===== src/rtl/mini_core_pipe_ctrl.sv =====
// Pipeline sequencing controller for the mini_core 5-stage pipe: stage valids,
// per-stage flop enables, load-use bubbles, branch squash and memory-wait freeze.
module mini_core_pipe_ctrl #(
  parameter int unsigned MEM_TIMEOUT = 64,
  parameter int unsigned CNT_W       = 32
) (
  input  logic             Clock,
  input  logic             Rst,
  input  logic [4:0]       RegSrc1Q101H,
  input  logic [4:0]       RegSrc2Q101H,
  input  logic             Src1UsedQ101H,
  input  logic             Src2UsedQ101H,
  input  logic [4:0]       RegDstQ102H,
  input  logic             RegWrEnQ102H,
  input  logic             MemRdEnQ102H,
  input  logic             BranchOpQ102H,
  input  logic             BranchCondMetQ102H,
  input  logic             JumpQ102H,
  input  logic             DMemReqQ103H,
  input  logic             DMemAckQ103H,
  output logic             ReadyQ100H,
  output logic             ReadyQ101H,
  output logic             ReadyQ102H,
  output logic             ReadyQ103H,
  output logic             ReadyQ104H,
  output logic             ValidQ101H,
  output logic             ValidQ102H,
  output logic             ValidQ103H,
  output logic             ValidQ104H,
  output logic             SelNextPcAluOutQ102H,
  output logic             LoadUseStallQ101H,
  output logic             MemTimeoutErr,
  output logic [CNT_W-1:0] StallCnt,
  output logic [CNT_W-1:0] FlushCnt
);

  localparam int unsigned WAIT_W = $clog2(MEM_TIMEOUT + 1);
  localparam logic [WAIT_W-1:0] WAIT_MAX  = WAIT_W'(MEM_TIMEOUT);
  localparam logic [WAIT_W-1:0] WAIT_LAST = WAIT_W'(MEM_TIMEOUT - 1);

  typedef enum logic {RUN, MEM_WAIT} state_t;

  state_t            state, state_next;
  logic [WAIT_W-1:0] wait_cnt;
  logic              mem_stall, redirect, load_use;
  logic              src1_hit, src2_hit;

  always_comb begin
    src1_hit   = Src1UsedQ101H & (RegSrc1Q101H == RegDstQ102H);
    src2_hit   = Src2UsedQ101H & (RegSrc2Q101H == RegDstQ102H);
    mem_stall  = ValidQ103H & DMemReqQ103H & ~DMemAckQ103H;
    redirect   = ValidQ102H & (JumpQ102H | (BranchOpQ102H & BranchCondMetQ102H));
    load_use   = ValidQ101H & ValidQ102H & MemRdEnQ102H & RegWrEnQ102H &
                 (RegDstQ102H != '0) & (src1_hit | src2_hit);
    state_next = mem_stall ? MEM_WAIT : RUN;

    ReadyQ100H           = 1'b1;
    ReadyQ101H           = 1'b1;
    ReadyQ102H           = 1'b1;
    ReadyQ103H           = 1'b1;
    ReadyQ104H           = 1'b1;
    SelNextPcAluOutQ102H = 1'b0;
    LoadUseStallQ101H    = 1'b0;

    if (!Rst) begin
      if (mem_stall) begin
        // Write-back still drains so the load in Q104H is not lost.
        ReadyQ100H = 1'b0;
        ReadyQ101H = 1'b0;
        ReadyQ102H = 1'b0;
        ReadyQ103H = 1'b0;
      end else if (redirect) begin
        SelNextPcAluOutQ102H = 1'b1;
      end else if (load_use) begin
        ReadyQ100H        = 1'b0;
        ReadyQ101H        = 1'b0;
        LoadUseStallQ101H = 1'b1;
      end
    end
  end

  always_ff @(posedge Clock) begin
    if (Rst) begin
      state         <= RUN;
      ValidQ101H    <= 1'b0;
      ValidQ102H    <= 1'b0;
      ValidQ103H    <= 1'b0;
      ValidQ104H    <= 1'b0;
      StallCnt      <= '0;
      FlushCnt      <= '0;
      MemTimeoutErr <= 1'b0;
      wait_cnt      <= '0;
    end else begin
      state <= state_next;

      if (mem_stall) begin
        ValidQ104H <= 1'b0;
      end else if (redirect) begin
        ValidQ101H <= 1'b0;
        ValidQ102H <= 1'b0;
        ValidQ103H <= 1'b1;
        ValidQ104H <= ValidQ103H;
      end else if (load_use) begin
        ValidQ102H <= 1'b0;
        ValidQ103H <= 1'b1;
        ValidQ104H <= ValidQ103H;
      end else begin
        ValidQ101H <= 1'b1;
        ValidQ102H <= ValidQ101H;
        ValidQ103H <= ValidQ102H;
        ValidQ104H <= ValidQ103H;
      end

      if (mem_stall | load_use)
        StallCnt <= StallCnt + CNT_W'(1);
      if (redirect & ~mem_stall)
        FlushCnt <= FlushCnt + CNT_W'(1);

      // Counts MEM_WAIT cycles; the error latches once the count reaches the limit.
      if (state == MEM_WAIT) begin
        if (wait_cnt != WAIT_MAX)
          wait_cnt <= wait_cnt + WAIT_W'(1);
        if (wait_cnt == WAIT_LAST)
          MemTimeoutErr <= 1'b1;
      end else if (mem_stall) begin
        wait_cnt <= '0;
      end
    end
  end

endmodule


===== config.mk =====
export PLATFORM = sky130hd
export DESIGN_NAME = mini_core_pipe_ctrl
export DESIGN_NICKNAME = d
export VERILOG_FILES = /design/src/rtl/mini_core_pipe_ctrl.sv
export SDC_FILE = /design/constraint.sdc
export NUM_CORES = 1
export LEC_CHECK = 0
export BUFFER_PORTS_ARGS = -buffer_cell sky130_fd_sc_hd__buf_2
export CAP_MARGIN = 20
export CORE_ASPECT_RATIO = 0.9
export CORE_MARGIN = 2
export CORE_UTILIZATION = 45
export DETAILED_ROUTE_END_ITERATION = 10
export PLACE_DENSITY = 0.74
export SKIP_LAST_GASP = 1
export SLEW_MARGIN = 20
export SYNTH_ARGS = -nofsm -noshare
export SYNTH_HDL_FRONTEND = slang
export SYNTH_SLANG_ARGS = --single-unit
export TNS_END_PERCENT = 1

===== constraint.sdc =====
create_clock -name Clock -period 2.4 [get_ports Clock]
set_clock_uncertainty 0.1 [all_clocks]
set_input_delay 0.24 -clock Clock [delete_from_list [all_inputs] [get_ports Clock]]
set_output_delay 0.24 -clock Clock [all_outputs]
set_load 0.01 [all_outputs]

== Word level (Yosys, flattened, before mapping) ==
Cells that the tools add are included.

* Flip-flop bits (word level): 77
* Output and inout bits: 76

* $add $sub $neg: 3
* Equality and inequality tests: 6
* Mux-type cells: 23
* Bitwise logic cells: 17
* Reductions and logical operators: 6

{| class="wikitable"
|+ Operators with widths
! cell !! count
|-
| adder 32 x 1 -> 32 bit (second input constant) || 2
|-
| two-way mux 7 bit || 3
|-
| two-way mux 1 bit || 20
|-
| AND 1 bit || 12
|-
| equality test 5 bit || 2
|-
| adder 7 x 1 -> 7 bit (second input constant) || 1
|-
| equality test 7 x 6 -> 1 bit (second input constant) || 1
|-
| != test 7 bit (second input constant) || 1
|-
| AND reduction 2 bit || 3
|-
| nonzero test 5 bit || 1
|-
| OR 1 bit || 3
|-
| != test 2 x 1 -> 1 bit (second input constant) || 1
|-
| != test 2 bit (second input constant) || 1
|-
| inverter 1 bit || 2
|-
| nonzero test 2 bit || 1
|-
| OR reduction 2 bit || 1
|}

== Logic depth before layout (Yosys ltp) ==
Gate-level depths: netlist (run 1).

* Depth after elaboration: 9
* Depth in mapped cells: 8
* Depth with buffers taken out: 7

== Worst setup path after synthesis (run 1) ==
OpenSTA, ideal clock, no wires.

* Path kind: register to register
* Start: reg StallCnt[3]
* End: reg StallCnt[30]
* Setup time: 71 ps
* Arrival time: 1,919 ps
* Data required time: 2,229 ps
* Setup slack: 311 ps
* Stages on the path, launching flop included: 7
* Buffers on the path: 0
* Period minus slack after synthesis: 2,089 ps
* Cells stage by stage: dfxtp_1 and4_1 nand3_2 nor3_4 nand3_2 or4_1 a21oi_1

* Word-level cells in the longest chain between the ends: 1

{| class="wikitable"
|+ RTL lines
! item !! RTL line !! text
|-
| from (decl) || 33 || <nowiki>output logic [CNT_W-1:0] StallCnt,</nowiki>
|-
| from (signal assigned) || 115 || <nowiki>StallCnt <= StallCnt + CNT_W'(1);</nowiki>
|-
| adder 32 x 1 -> 32 bit || 115 ||
|}

Every way passes these cells.
A chain may end at the register's enable or synchronous reset.

== Worst setup path in the final report (run 1) ==
Ends and elaborated chain as after synthesis.

==> results of run 1 <==
## worst max path at each step
stage	from	cells after the start	endpoint
final	StallCnt[3]	6	StallCnt[30]
after global routing	FlushCnt[10]	7	FlushCnt[23]
after CTS	StallCnt[3]	6	StallCnt[30]
after detailed placement	StallCnt[3]	6	StallCnt[28]
after global placement	StallCnt[3]	6	StallCnt[28]
after floorplan	StallCnt[3]	6	StallCnt[30]
## stage by stage
step	cells	total power [W]	setup WS, ps
2_1_floorplan	452	0.00138	311
3_3_place_gp	639	0.00143	267
3_5_place_dp	639	0.00143	161
4_1_cts	655	0.00253	142
5_1_grt	655	0.00260	33.8
6_report	655	0.00249	210
## cells by family (layout without fill, tap and decap cells)
family          count (synthesis)  after routing  synth area share, %
simple gates                  205            205                 29.7
compound gates                 79             79                 12.7
flops                          77             77                 40.7
xor+xnor                       41             41                 9.49
buf+inv                        38            142                 4.17
mux                             7              7                 1.85
fa+ha+maj                       4              4                 1.32
other cells                     1              1               0.0991
## state kept, by name, summed over array words and instances, names as in the netlist
signal	cells
FlushCnt	32
StallCnt	32
wait_cnt	7
MemTimeoutErr	1
ValidQ101H	1
ValidQ102H	1
ValidQ103H	1
ValidQ104H	1
state	1
## critical path: cells and delay by family, from the launching register on
kind / cells / cell delay (ps)
flip-flops: 1 / 440
AND/OR/NAND/NOR: 5 / 1450
AO/OA/AOI/OAI: 1 / 140
## synth_stat cells, types with 2 or more instances
| cell | count | area (um^2) |
|---|---|---|
| a21oi_1 | 37 | 185 |
| and2_1 | 2 | 12.5 |
| and3_1 | 12 | 75.1 |
| and3b_1 | 3 | 26.3 |
| and4_1 | 6 | 52.6 |
| buf_2 | 3 | 15.0 |
| buf_4 | 3 | 22.5 |
| clkbuf_1 | 20 | 75.1 |
| dfxtp_1 | 77 | 1540 |
| ha_1 | 4 | 50.1 |
| inv_1 | 11 | 41.3 |
| mux2i_1 | 7 | 70.1 |
| nand2_1 | 20 | 75.1 |
| nand2_2 | 2 | 12.5 |
| nand2b_1 | 2 | 12.5 |
| nand3_1 | 25 | 125 |
| nand3_2 | 2 | 20.0 |
| nand3b_1 | 2 | 15.0 |
| nand4_1 | 17 | 106 |
| nor2_1 | 53 | 199 |
| nor3_1 | 14 | 70.1 |
| nor4_1 | 8 | 50.1 |
| o21ai_0 | 13 | 65.1 |
| o21ba_2 | 2 | 20.0 |
| o31a_1 | 2 | 17.5 |
| o31ai_1 | 17 | 128 |
| or3_1 | 14 | 87.6 |
| or4_1 | 17 | 128 |
| xnor2_1 | 30 | 263 |
| xor2_1 | 11 | 96.3 |
## metal layers
layer	up-vias	GRT usage (%)	wire length [um]
li1	1836	-	-
met1	1702	26.1	4280
met2	101	32.2	4250
met3	4	4.93	508
met4	0	5.94	49
met5	-	0	0
## power by group through the flow
stage | registers [W] | logic [W] | clock network, W
final | 0.00129 | 0.000113 | 0.00109
after global routing | 0.00129 | 0.000126 | 0.00118
after CTS | 0.00129 | 0.000114 | 0.00112
after detailed placement | 0.00132 | 0.000114 | 0
after global placement | 0.00132 | 0.000111 | 0
after floorplan | 0.00132 | 0.0000614 | 0
## placed cells by master (no fill, tap or decap), types with 17 or more instances in the layout
cell     count
nand4_1     17
nand3_1     25
nand2_1     20
nor2_1      53
dfxtp_1     77
a21oi_1     36
o31ai_1     17
buf_2      100
xnor2_1     30
or4_1       17
## final cells by class
type | instances | share of cell area [%]
Multi-Input combinational cell | 337 | 45.1
Sequential cell | 77 | 33.2
Timing Repair Buffer | 115 | 13.5
Clock buffer | 9 | 2.66
Tap cell | 99 | 2.66
Clock inverter | 7 | 2.10
Inverter | 11 | 0.888
==> out/metrics.yaml, run 1 <==
grt:
  grt_pass1_wl_um: 15000
  grt_max_degree: 64
  grt_remaining_overflow: 0
  first_global_vias: 3316
  grtUsageTotal_pct: 19.9
  antenna_found_initial: 0
clock_network:
  cts_tree: "built"
  h-tree-depth: 3
  insertion_delay_ps: 340
  cts.sinks: 77
  ctsRootBufferMaster: "clkbuf_8"
  cts_made_buffers: 9
  post_cts_buffers: 0
  clk_path_buf_depth: 2
  path_clk_slew_ps: 80
  ctsResizeCount: 0
  hold_buffers: 0
drt:
  routedWlPerCell_um: 13.9
  drc: 0
  drtIter0Drc: 110
  drt_pass1_iterations: 4
  viasPerCell: 5.56
  ant_nets: 0
  vias: 3643
  wl_um: 9090
worst_setup_path:
  r2r_slack_ps: 210
  worstPathRequired_ps: 2580
  endpoint_kind: "flip-flop"
  rr_startpoint: "StallCnt[3]"
  timing.rr.end: "StallCnt[30]"
  crit_fanout: 8
  crit_chain: "and4_1 -> nand3_2 -> nor3_4 -> nand3_2 -> or4_1 -> a21oi_1"
  cp_slowest_cell: "or4_1"
  cp.arrival_ps: 2370
  max_stage_delay_ps: 510
  rr_worst_depth: 6
  critPathLaunchType: "flip-flop"
  cp_common_cell: "nand3_2"
  critical_path_class: "flip-flop to flip-flop"
synthesis:
  synth-async-reset-ratio_pct: 0
  synth_area_um2: 3780
  avgSynthCellArea_um2: 8.37
  synth_nets: 482
  synthFlopType: "dfxtp_1"
  ys.warnings.count: 0
  postSynthCellCount: 452
  ys_ff_latch: 77
  ys_types: 46
  ys_seq_area_share_pct: 40.7
  synth-edff-count: 0
timing:
  fmax_mhz: 457
  setup-violations-final: 0
  rsz0062_at_grt: "no"
  slew_viol_final: 0
  hold_viol_final: 0
  min_period_ps: 2190
  fin_tns_setup_ps: 0
  whs_ps: 221
  finalCritPeriodShare_pct: 91.2
placement:
  post-dp-hpwl_um: 6510
  finalWeightedCongestion: 0.805
  port_buffers: 100
  placed_area_um2: 4430
power_and_ir_drop:
  power.combinational.fraction_pct: 4.6
  p_sw_share_pct: 22.9
  cellPowerDensity_nw_per_um2: 536
  internal_power_w: 0.00192
  power_frac_seq_pct: 51.8
  ir_worst_vdd_v: 0.000300
  pwr-share-clk_pct: 43.7
  power.switching_w: 0.000570
  p_leak_nw: 1.82
finish:
  regArea_um2: 1540
  design_area_um2: 4650
  syn2layout_area_growth_pct: 22.9
  final_core_util_pct: 57.4
  drive_gt1_share_pct: 25.2
  num-fill-cells: 729
  multi_input_area_um2: 2100
  diodes: 0
  final_nets: 581
floorplanning:
  die_h_um: 91.0
  die_area_um2: 9160
  boundaryPins: 102
  rows: 31
  start_util_pct: 46.7
  core-area_um2: 8110
  die_w_um: 101
min_path:
  hold_class: "primary input to flip-flop"
  hp-start: "Rst"
  whs_endpoint: "wait_cnt[0]"
  holdPathStages: 2
status:
  status: "finished, final reports clean"
job:
  drv_cap: 0
(Power assumes the default switching activity.)
==> run 2: changes to the inputs <==
--- a/config.mk
+++ b/config.mk
@@ -7,11 +7,14 @@
 export LEC_CHECK = 0
 export BUFFER_PORTS_ARGS = -buffer_cell sky130_fd_sc_hd__buf_2
 export CAP_MARGIN = 20
+export CELL_PAD_IN_SITES_DETAIL_PLACEMENT = 0
+export CELL_PAD_IN_SITES_GLOBAL_PLACEMENT = 2
 export CORE_ASPECT_RATIO = 0.9
 export CORE_MARGIN = 2
-export CORE_UTILIZATION = 45
+export CORE_UTILIZATION = 31
+export CTS_BUF_LIST = sky130_fd_sc_hd__clkbuf_2 sky130_fd_sc_hd__clkbuf_4 sky130_fd_sc_hd__clkbuf_8
 export DETAILED_ROUTE_END_ITERATION = 10
-export PLACE_DENSITY = 0.74
+export PLACE_DENSITY = 0.85
 export SKIP_LAST_GASP = 1
 export SLEW_MARGIN = 20
 export SYNTH_ARGS = -nofsm -noshare
==> out/metrics.yaml, run 2 (synthesized netlist as in run 1, its figures left out) <==
floorplanning:
  start_util_pct: 31.6  # -15 points
  core-area_um2: 12000  # +48%
  boundaryPins: 102  # unchanged
  rows: 38  # +23%
  die_area_um2: 13100  # +43%
  die_w_um: 120  # +20%
  die_h_um: 109  # +20%
timing:
  rsz0062_at_grt: "yes"
  post-route-worst-setup-slack_ps: 64.6  # -146 ps
  fmax_mhz: 428  # -6.2%
  setup-violations-final: 0  # unchanged
  slew_headroom_pct: 55.3
  worst_pin_slew_ps: 669
  finalCritPeriodShare_pct: 97.3  # +6.1 points
  whs_ps: 207  # -13.8 ps
  slew_viol_final: 0  # unchanged
  min_period_ps: 2340  # +146 ps
  hold_viol_final: 0  # unchanged
placement:
  finalWeightedCongestion: 0.813  # +0.99%
  place_ws_ps: 37.7  # -123 ps
  post-dp-hpwl_um: 7130  # +9.5%
  port_buffers: 100  # unchanged
  dp.cells: 703  # +10%
  placed_area_um2: 4530  # +2.2%
drt:
  viasPerCell: 5.07  # -8.8%
  routedWlPerCell_um: 14.1  # +1.6%
  drt_pass1_iterations: 4  # unchanged
  wl_um: 10100  # +11%
  drtIter0Drc: 239  # +120%
  ant_nets: 0  # unchanged
  drc: 0  # unchanged
  vias: 3642  # -0.027%
clock_network:
  h-tree-depth: 3  # unchanged
  insertion_delay_ps: 360  # +20 ps
  cts.sinks: 77  # unchanged
  clk_path_buf_depth: 2  # unchanged
  cts_tree: "built"
  ctsRootBufferMaster: "clkbuf_8"
  cts_made_buffers: 9  # unchanged
  hold_buffers: 0  # unchanged
  path_clk_slew_ps: 80  # about the same
power_and_ir_drop:
  power_w: 0.00238  # -4.3%
  ir_worst_vdd_v: 0.000313  # +4.4%
  cellPowerDensity_nw_per_um2: 503  # -6.2%
  p_leak_nw: 1.83  # +0.74%
finish:
  final_nets: 585  # +0.69%
  final_cell_mix: "buf_2 (100), dfxtp_1 (77), nor2_1 (53)"
  largest_registers: "FlushCnt x32, StallCnt x32, wait_cnt x7"
  stdcell_count: 718  # +9.6%
  diodes: 0  # unchanged
  drive_gt1_share_pct: 25.6  # +0.45 points
  design_area_um2: 4740  # +2.0%
  final_common_cell: "buf_2"
  syn2layout_area_growth_pct: 25.4
grt:
  grt_max_degree: 55  # -14%
  grt_remaining_overflow: 0  # unchanged
  grtUsageTotal_pct: 15.9  # -4.0 points
  first_global_vias: 3380  # +1.9%
  antenna_found_initial: 0  # unchanged
  grt_pass1_wl_um: 16800  # +12%
job:
  drv_cap: 0  # unchanged
worst_setup_path:
  endpoint_kind: "flip-flop"
  critPathLaunchType: "flip-flop"
  worstPathRequired_ps: 2590  # about the same
  critical_path_class: "flip-flop to flip-flop"
  cp.arrival_ps: 2520  # +150 ps
  crit_fanout: 8  # unchanged
min_path:
  hold_class: "primary input to flip-flop"
status:
  status: "finished, final reports clean"
run 2: timing repair:
item / CTS / global route
endpoints found under the setup margin: 0 / 8
setup buffers: 0 / 0
gates resized for setup: 0 / 1
run 2: final cells by class:
type | instances | area, um^2
Timing Repair Buffer | 119 | 676
Multi-Input combinational cell | 337 | 2100
Tap cell | 160 | 200
Sequential cell | 77 | 1540
Clock inverter | 4 | 51.3
Inverter | 11 | 41.3
Clock buffer | 10 | 131
Fill cell | 1264 | 7240
run 2: worst paths after layout:
path	start	to	slack, ps	cells past startpoint
setup / recovery	StallCnt[4]	StallCnt[28]	60	6
hold / removal	DMemReqQ103H	state	210	4
setup reg to reg	StallCnt[4]	StallCnt[28]	60	6
hold reg to reg	MemTimeoutErr	MemTimeoutErr	380	2
run 2: routing by layer:
layer / GRT usage [%] / vias to the layer above / wire length (um)
li1: - / 1838 / -
met1: 21.0 / 1690 / 4850
met2: 25.4 / 105 / 4500
met3: 4.45 / 9 / 658
met4: 4.73 / 0 / 110
met5: 0 / - / 0
run 2: critical path, cell delays in order, from the launching register on:
cell and delay, ps:
dfxtp_1 440, and4_1 320, nand3_2 170, nor3_4 340, nand3_2 230, or4_1 520, a21oi_1 150
run 2: report_power, final:
part           total (W)  switching [W]  leakage (nW)  internal (W)
sequential       0.00129     0.00000622         0.621       0.00128
clock           0.000974       0.000493        0.0916      0.000481
combinational   0.000121      0.0000691          1.12     0.0000518
total            0.00238       0.000568          1.83       0.00182
run 2: stage by stage:
step | setup TNS, ps | util [%]
after floorplan | 0 | -
after global placement | 0 | 37.8
after detailed placement | 0 | 37.8
after CTS | 0 | 39.3
after global routing | -395 | 39.6
final | 0 | 39.6
==> run 3: changes to the inputs <==
--- a/config.mk
+++ b/config.mk
@@ -7,14 +7,14 @@
 export LEC_CHECK = 0
 export BUFFER_PORTS_ARGS = -buffer_cell sky130_fd_sc_hd__buf_2
 export CAP_MARGIN = 20
-export CELL_PAD_IN_SITES_DETAIL_PLACEMENT = 0
-export CELL_PAD_IN_SITES_GLOBAL_PLACEMENT = 2
+export CELL_PAD_IN_SITES_DETAIL_PLACEMENT = 1
+export CELL_PAD_IN_SITES_GLOBAL_PLACEMENT = 1
 export CORE_ASPECT_RATIO = 0.9
 export CORE_MARGIN = 2
-export CORE_UTILIZATION = 31
+export CORE_UTILIZATION = 40
 export CTS_BUF_LIST = sky130_fd_sc_hd__clkbuf_2 sky130_fd_sc_hd__clkbuf_4 sky130_fd_sc_hd__clkbuf_8
 export DETAILED_ROUTE_END_ITERATION = 10
-export PLACE_DENSITY = 0.85
+export PLACE_DENSITY = 0.87
 export SKIP_LAST_GASP = 1
 export SLEW_MARGIN = 20
 export SYNTH_ARGS = -nofsm -noshare
==> out/metrics.yaml, run 3 (synthesized netlist as in run 1, its figures left out) <==
status:
  status: "finished, final reports clean"
timing:
  rsz0062_at_grt: "no"
  min_period_ps: 2220  # -111 ps
  whs_ps: 176  # -31.2 ps
  slew_viol_final: 0  # unchanged
  finalCritPeriodShare_pct: 92.7  # -4.6 points
  fin_tns_setup_ps: 0  # unchanged
  hold_viol_final: 0  # unchanged
  fmax_mhz: 450  # +5.0%
  setup-violations-final: 0  # unchanged
power_and_ir_drop:
  cellPowerDensity_nw_per_um2: 542  # +7.8%
  internal_power_w: 0.00195  # +7.6%
  p_sw_share_pct: 23.1  # -0.77 points
  power.switching_w: 0.000586  # +3.1%
  ir_worst_vdd_v: 0.000385  # +23%
  power_w: 0.00254  # +6.5%
  power_frac_seq_pct: 50.8  # -3.3 points
  pwr-share-clk_pct: 44.7  # +3.8 points
  power.combinational.fraction_pct: 4.4  # -0.7 points
  p_leak_nw: 1.82  # -0.62%
clock_network:
  cts.sinks: 77  # unchanged
  path_clk_slew_ps: 90  # about the same
  insertion_delay_ps: 350  # about the same
  cts_made_buffers: 9  # unchanged
  cts_tree: "built"
  ctsRootBufferMaster: "clkbuf_8"
  clk_path_buf_depth: 2  # unchanged
  h-tree-depth: 3  # unchanged
job:
  drv_cap: 0  # unchanged
finish:
  largest_registers: "FlushCnt x32, StallCnt x32, wait_cnt x7"
  diodes: 0  # unchanged
  stdcell_count: 675  # -6.0%
  drive_gt1_share_pct: 24.8  # -0.85 points
  final_cell_mix: "buf_2 (100), dfxtp_1 (77), nor2_1 (53)"
  final_common_cell: "buf_2"
  syn2layout_area_growth_pct: 23.9
  final_nets: 578  # -1.2%
worst_setup_path:
  crit_chain: "and4_1 -> nand3_2 -> nor3_4 -> nand3_4 -> or4_1 -> a21oi_1"
  endpoint_kind: "flip-flop"
  max_stage_delay_ps: 500  # -20 ps
  worstPathRequired_ps: 2580  # about the same
  critical_path_class: "flip-flop to flip-flop"
  cp.arrival_ps: 2400  # -120 ps
  crit_fanout: 8  # unchanged
  critPathLaunchType: "flip-flop"
  cp_slowest_cell: "or4_1"
floorplanning:
  start_util_pct: 41.3  # +9.7 points
  core-area_um2: 9170  # -23%
  die_w_um: 107  # -12%
  rows: 33  # -13%
  die_h_um: 96.3  # -12%
  boundaryPins: 102  # unchanged
  die_area_um2: 10300  # -22%
drt:
  vias: 3713  # +1.9%
  viasPerCell: 5.50  # +8.4%
  drc: 0  # unchanged
  drt_pass1_iterations: 4  # unchanged
  ant_nets: 0  # unchanged
  wl_um: 10700  # +5.9%
  drtIter0Drc: 117  # -51%
  routedWlPerCell_um: 15.9  # +13%
grt:
  grt_remaining_overflow: 0  # unchanged
  antenna_found_initial: 0  # unchanged
  grt_pass1_wl_um: 17500  # +4.3%
  grtUsageTotal_pct: 21.1  # +5.2 points
  first_global_vias: 3621  # +7.1%
  grt_max_degree: 64  # +16%
placement:
  post-dp-hpwl_um: 7530  # +5.6%
  dp.cells: 658  # -6.4%
  finalWeightedCongestion: 0.740  # -9.0%
  port_buffers: 100  # unchanged
min_path:
  hold_class: "primary input to flip-flop"
## run 3: through the flow
stage,area (um^2),worst slack [ps],utilization [%]
6_report,4690,175,51.1
3_5_place_dp,4440,154,48.4
3_3_place_gp,4440,263,48.4
4_1_cts,4670,89.9,51.0
2_1_floorplan,3780,311,-
5_1_grt,4690,12.1,51.1
## run 3: power by group through the flow
stage / clock network (W) / logic, W / registers (W)
after floorplan: 0 / 0.0000614 / 0.00132
after global placement: 0 / 0.000109 / 0.00132
after detailed placement: 0 / 0.000113 / 0.00132
after CTS: 0.00116 / 0.000114 / 0.00129
after global routing: 0.00121 / 0.000123 / 0.00129
final: 0.00114 / 0.000113 / 0.00129
## run 3: timing repair
| item | CTS | global route |
|---|---|---|
| buffers inserted | 0 | 1 |
| endpoints found under the hold margin | 0 | 0 |
| hold buffers | 0 | 0 |
| endpoints found under the setup margin | 0 | 4 |
| gates resized for setup | 0 | 1 |
## run 3: worst paths after layout
kind | slack (ps) | cells past startpoint | endpoint | startpoint
max | 180 | 6 | StallCnt[30] | StallCnt[3]
min reg2reg | 410 | 1 | ValidQ104H | ValidQ103H
max reg2reg | 180 | 6 | StallCnt[30] | StallCnt[3]
min | 180 | 2 | MemTimeoutErr | Rst
## run 3: layout make-up
class,instances,area [um^2]
Timing Repair Buffer,112,616
Sequential cell,77,1540
Fill cell,1148,4480
Inverter,11,41.3
Multi-Input combinational cell,337,2100
Tap cell,122,153
Clock inverter,6,95.1
Clock buffer,10,138
## run 3: critical path: cells and delay by family (launching register included)
family | cells | cell delay, ps
and+or+nand+nor | 5 | 1450
DFF | 1 | 450
AOI/OAI and AO/OA | 1 | 150
## run 3: layer usage
layer	wire [um]	track usage, %	up-vias
li1	-	-	1822
met1	4860	26.4	1810
met2	5410	37.9	74
met3	376	4.13	7
met4	79	4.87	0
met5	0	0	-
